<file path="src/rtl/seven_segment_pkg.sv">
// rtl/seven_segment_pkg.sv - shared glyph table, FSM states and dot index for seven-segment monitors
package seven_segment_pkg;

    // Segment patterns a..g (bit6 = a, bit0 = g) for hex digits 0..F.
    localparam logic [6:0] GLYPHS [16] = '{
        7'b1111110, 7'b0110000, 7'b1101101, 7'b1111001,
        7'b0110011, 7'b1011011, 7'b1011111, 7'b1110000,
        7'b1111111, 7'b1110011, 7'b1110111, 7'b0011111,
        7'b1001110, 7'b0111101, 7'b1001111, 7'b1000111
    };

    localparam int DOT_BIT = 0;

    typedef enum logic [1:0] {
        WAIT   = 2'd0,
        SETTLE = 2'd1,
        HELD   = 2'd2
    } state_e;

endpackage

</file>
<file path="src/rtl/seven_segment_decode.sv">
// rtl/seven_segment_decode.sv - combinational 7-segment pattern to hex nibble decoder with legality flag
module seven_segment_decode
    import seven_segment_pkg::*;
(
    input  logic [6:0] i_pattern,
    output logic       o_legal,
    output logic [3:0] o_nibble
);

    always_comb begin
        o_legal  = 1'b0;
        o_nibble = 4'd0;
        for (int i = 0; i < 16; i++) begin
            if (i_pattern == GLYPHS[i]) begin
                o_legal  = 1'b1;
                o_nibble = 4'(i);
            end
        end
    end

endmodule

</file>
<file path="src/rtl/seven_segment_capture.sv">
// rtl/seven_segment_capture.sv - rebuilds hex number and dots from a multiplexed seven-segment bus
// Define SEVEN_SEGMENT_CAPTURE_ACTIVE_LOW_EN for common-anode segments and active-low strobes.
module seven_segment_capture
    import seven_segment_pkg::*;
#(
    parameter int w_digit       = 2,
    parameter int stable_cycles = 4
) (
    input  logic                 clk,
    input  logic                 rst,
    input  logic [7:0]           abcdefgh,
    input  logic [w_digit-1:0]   digit,
    output logic [w_digit*4-1:0] number,
    output logic [w_digit-1:0]   dots,
    output logic                 frame_valid,
    output logic                 code_error
);

    localparam int CW = (stable_cycles > 1) ? $clog2(stable_cycles) : 1;
    localparam int IW = (w_digit > 1) ? $clog2(w_digit) : 1;
    localparam logic [CW-1:0] CNT_MAX = CW'(stable_cycles - 1);

    logic [7:0]           w_seg_in;
    logic [w_digit-1:0]   w_dig_in;

`ifdef SEVEN_SEGMENT_CAPTURE_ACTIVE_LOW_EN
    assign w_seg_in = ~abcdefgh;
    assign w_dig_in = ~digit;
`else
    assign w_seg_in = abcdefgh;
    assign w_dig_in = digit;
`endif

    logic [7:0]           r_seg;
    logic [w_digit-1:0]   r_dig;
    logic [7:0]           r_seg_q;
    logic [w_digit-1:0]   r_dig_q;
    logic [CW-1:0]        r_cnt;
    state_e               r_state;
    state_e               w_state_next;
    logic                 w_sample;
    logic                 w_changed;
    logic                 w_onehot;
    logic [IW-1:0]        w_idx;
    logic                 w_legal;
    logic [3:0]           w_nibble;
    logic                 w_complete;

    logic [3:0]           r_shadow [w_digit];
    logic [w_digit-1:0]   r_shadow_dots;
    logic [w_digit-1:0]   r_mask;
    logic                 r_frame_pend;
    logic [w_digit*4-1:0] r_number;
    logic [w_digit-1:0]   r_dots;
    logic                 r_frame_valid;
    logic                 r_code_error;

    // r_*_q is the previous registered value, used only for change detection.
    always_ff @(posedge clk) begin
        if (rst) begin
            r_seg   <= '0;
            r_dig   <= '0;
            r_seg_q <= '0;
            r_dig_q <= '0;
        end else begin
            r_seg   <= w_seg_in;
            r_dig   <= w_dig_in;
            r_seg_q <= r_seg;
            r_dig_q <= r_dig;
        end
    end

    assign w_changed = (r_seg != r_seg_q) || (r_dig != r_dig_q);
    assign w_onehot  = $onehot(r_dig);

    always_ff @(posedge clk) begin
        if (rst) begin
            r_cnt <= '0;
        end else if (r_state == WAIT || w_changed) begin
            r_cnt <= '0;
        end else if (r_cnt != CNT_MAX) begin
            r_cnt <= r_cnt + 1'b1;
        end
    end

    always_ff @(posedge clk) begin
        if (rst) begin
            r_state <= WAIT;
        end else begin
            r_state <= w_state_next;
        end
    end

    always_comb begin
        w_state_next = r_state;
        w_sample     = 1'b0;
        case (r_state)
            WAIT: begin
                if (w_onehot) begin
                    w_state_next = SETTLE;
                end
            end
            SETTLE: begin
                if (!w_onehot) begin
                    w_state_next = WAIT;
                end else if (w_changed) begin
                    w_state_next = SETTLE;
                end else if (r_cnt == CNT_MAX) begin
                    w_state_next = HELD;
                    w_sample     = 1'b1;
                end
            end
            HELD: begin
                if (!w_onehot) begin
                    w_state_next = WAIT;
                end else if (w_changed) begin
                    w_state_next = SETTLE;
                end
            end
            default: begin
                w_state_next = WAIT;
            end
        endcase
    end

    always_comb begin
        w_idx = '0;
        for (int i = 0; i < w_digit; i++) begin
            if (r_dig[i]) begin
                w_idx = IW'(i);
            end
        end
    end

    seven_segment_decode u_decode (
        .i_pattern (r_seg[7:1]),
        .o_legal   (w_legal),
        .o_nibble  (w_nibble)
    );

    // r_dig is one-hot whenever w_sample is high, so it doubles as the mask bit.
    assign w_complete = w_sample && ((r_mask | r_dig) == {w_digit{1'b1}});

    always_ff @(posedge clk) begin
        if (rst) begin
            for (int i = 0; i < w_digit; i++) begin
                r_shadow[i] <= 4'd0;
            end
            r_shadow_dots <= '0;
            r_mask        <= '0;
            r_frame_pend  <= 1'b0;
            r_number      <= '0;
            r_dots        <= '0;
            r_frame_valid <= 1'b0;
            r_code_error  <= 1'b0;
        end else begin
            r_frame_valid <= 1'b0;
            r_code_error  <= w_sample && !w_legal;
            r_frame_pend  <= w_complete;
            if (w_sample) begin
                r_shadow[w_idx]      <= w_legal ? w_nibble : 4'd0;
                r_shadow_dots[w_idx] <= r_seg[DOT_BIT];
                r_mask               <= r_mask | r_dig;
            end
            if (r_frame_pend) begin
                for (int i = 0; i < w_digit; i++) begin
                    r_number[4*i +: 4] <= r_shadow[i];
                end
                r_dots        <= r_shadow_dots;
                r_frame_valid <= 1'b1;
                r_mask        <= '0;
            end
        end
    end

    assign number      = r_number;
    assign dots        = r_dots;
    assign frame_valid = r_frame_valid;
    assign code_error  = r_code_error;

endmodule

</file>
<file path="config.mk">
export PLATFORM = sky130hd
export DESIGN_NAME = seven_segment_capture
export DESIGN_NICKNAME = d
export VERILOG_FILES = /design/src/rtl/seven_segment_pkg.sv /design/src/rtl/seven_segment_decode.sv /design/src/rtl/seven_segment_capture.sv
export SDC_FILE = /design/constraint.sdc
export NUM_CORES = 1
export LEC_CHECK = 0
export ABC_CLOCK_PERIOD_IN_PS = 1700
export BUFFER_PORTS_ARGS = -buffer_cell sky130_fd_sc_hd__buf_2
export CELL_PAD_IN_SITES_DETAIL_PLACEMENT = 1
export CELL_PAD_IN_SITES_GLOBAL_PLACEMENT = 1
export CORE_MARGIN = 5
export CORE_UTILIZATION = 41
export DETAILED_ROUTE_END_ITERATION = 10
export MAX_ROUTING_LAYER = met4
export PLACE_DENSITY = 0.75
export SYNTH_ARGS = -nofsm -noshare
export SYNTH_HDL_FRONTEND = slang
export SYNTH_SLANG_ARGS = --single-unit
export TNS_END_PERCENT = 20
</file>
<file path="constraint.sdc">
create_clock -name clk -period 1.7 [get_ports clk]
set_input_delay 0.085 -clock clk [delete_from_list [all_inputs] [get_ports clk]]
set_output_delay 0.085 -clock clk [all_outputs]
set_load 0.02 [all_outputs]
</file>
==> results.toml <==
[status]
status = "complete, but fails checks"
violations = "negative setup slack"

[sta]
period_needed_ns = 1.74
hold_violations = 0
min_period_over_period_pct = 102
fin_skew_ns = 0.00638
worst_slew_pin_slew_ns = 0.425
rsz0062_at_grt = "yes"
finalSetupTns_ns = -0.0757
setup_violations = 2
fmax_mhz = 575
hold_slack_ns = 0.00544
worst_slack_ns = -0.0392
maxSlewViolCount = 0
max_slew_margin_pct = 71.6

[grt]
grt_pass1_vias = 2034
track_usage_pct = 17.9
grt_max_degree = 38
grt_pass1_wl_um = 9920
overflow = 0
antenna_found_initial = 0

[clocking]
cts_max_path_buffers = 2
numCtsBuffers = 5
root_buffer = "clkbuf_8"
htree_levels = 2
clk_pin_slew_worst_paths_ns = 0.09
cts_tree = "built"
clkLatencyLatePin_ns = 0.30
cts_sinks = 49

[placement]
dp_hpwl_um = 4050
dp_slack_ns = -0.200
gp_congestion = 0.830
port_buffers = 23

[logic_synthesis]
yosysWarnings = 0
synth_cell_type_count = 44
synth_ff_type = "dfxtp_1"
ys_seq_area_share_pct = 46.9
synth_nets = 241
synth-async-reset-ratio_pct = 0
synth_area_mm2 = 0.00226
synth-seq-cells = 49
synth_edf_count = 8
netlist_instances = 228
syn_area_per_cell_um2 = 9.93

[die]
core_area_mm2 = 0.00544
io_pins = 24
die_w_um = 84.3
die_area_mm2 = 0.00711
die-height_um = 84.3
initial_core_util_pct = 41.6
rows = 27

[final_layout]
drive_gt1_share_pct = 38.2
areaGrowthSynthToFinish_pct = 37.7
final_common_cell = "buf_4"
final_cell_mix = "buf_4, dfxtp_1, nor2_1, buf_2, nor2b_1"
nets = 308
final_util_pct = 57.3
antennaDiodeCount = 0

[setup_path]
critPathKind = "reg2reg"
r2r_end = "r_shadow[1][2]"
crit_required_ns = 1.83
rr_worst_depth = 5
cp.arrival_ns = 1.87
startpoint_type = "register"
crit_fanout = 4
rrSetupSlack_ns = -0.04
worstReg2RegStart = "r_seg[7]"
endpoint_kind = "register"

[detailed_routing]
wl_per_cell_um = 16.8
wirelength_um = 6180
first_iter_violations = 100
vias = 1910
dr.pass1.iters = 4
drc = 0
postRouteAntennaNets = 0
vias_per_cell = 5.19

[hold_path]
hold_depth = 2
hold_end = "r_dig[1]"
hp-class = "in2reg"
hp-start = "digit[1]"

[pwr]
leakage_nw = 1.25
ir_drop_uv = 387
p_per_area_mw_per_mm2 = 760
total_power_w = 0.00237

[flow_run]
maxCapViolCount = 0
## worst max-delay path, stage by stage (launching register included)
cell	delay (ns)
dfxtp_4	0.39
or3b_1	0.42
a2111oi_4	0.35
buf_4	0.17
nor3_2	0.04
nor3_1	0.21
## final cells by class
| type | instances | area [um^2] |
|---|---|---|
| Clock inverter | 1 | 6.26 |
| Fill cell | 615 | 2320 |
| Inverter | 6 | 22.5 |
| Sequential cell | 49 | 1080 |
| Timing Repair Buffer | 78 | 588 |
| Tap cell | 72 | 90.1 |
| Clock buffer | 7 | 108 |
| Multi-Input combinational cell | 155 | 1230 |
## flip-flops by register name (all words and copies together), names as in the netlist
| register | cells |
|---|---|
| r_seg_q | 8 |
| code_error | 1 |
| r_frame_pend | 1 |
| r_dig_q | 2 |
| frame_valid | 1 |
| r_mask | 2 |
| r_state | 2 |
| r_shadow | 8 |
| r_dig | 2 |
| dots | 2 |
| r_cnt | 2 |
| number | 8 |
| r_shadow_dots | 2 |
| r_seg | 8 |
## Yosys cell counts, types with 3 or more instances
cell      instances  share of area (%)
nor3_1            6                1.3
nand2_1           6               0.99
a211oi_1          3               0.99
o21ai_0           4               0.88
nand3_1           6                1.3
a21oi_1           5                1.1
nand3b_1          6                2.0
nor4_1            7                1.9
clkbuf_1         10                1.7
buf_2             4               0.88
nor2b_1          19                5.3
nor2_1           23                3.8
mux2i_1          13                5.7
nand2b_1         10                2.8
xor2_1           11                4.3
nand4_1           4                1.1
inv_1             6               0.99
edfxtp_1          8                 11
buf_6             3                1.5
dfxtp_1          41                 36
## layer usage
layer  track usage, %  vias to the layer above  share of wire, %
met4             4.24                        0              0.76
met5                -                        -                 0
met1             20.4                      947                43
li1                 -                      933                 -
met2             32.4                       26                54
met3             2.94                        4               2.7
## repair_timing
action	in CTS	in global routing
gates resized for setup	28	13
hold buffers	7	0
setup endpoints to repair	8	22
endpoints found under the hold margin	7	0
buffers inserted	6	5
pin swaps	12	8
## power by group
part           total [W]  switching (W)  internal, W
clock           0.000822       0.000400     0.000421
combinational   0.000319       0.000159     0.000159
sequential       0.00123      0.0000256      0.00120
total            0.00237       0.000586      0.00178
## cell families after synthesis
kind of cell	count (synthesis)	share of synthesized area, %
muxes	13	5.75
xor gates and xnor gates	13	5.36
and+or+nand+nor	103	27.9
DFF	49	46.9
AOI/OAI and AO/OA	25	8.40
adders and majority gates	1	0.553
buffers and inverters	24	5.20
## metrics by stage
step,cells,area (um^2)
floorplan,228,2280
global placement,342,2670
detailed placement,342,2670
CTS,363,3010
global route,368,3120
finish,368,3120
## worst max path at each step
stage / endpoint / cells after the start / startpoint / slack, ns
after floorplan: r_shadow[0][0] / 5 / r_seg[4] / 0.002
after global placement: r_shadow[1][2] / 5 / r_seg[2] / -0.25
after detailed placement: code_error / 7 / r_seg[1] / -0.20
after CTS: r_shadow[1][2] / 5 / r_seg[7] / -0.01
after global routing: r_shadow[1][2] / 5 / r_seg[7] / -0.13
final: r_shadow[1][2] / 5 / r_seg[7] / -0.04
No activity file was read; power rests on OpenSTA's default activity.
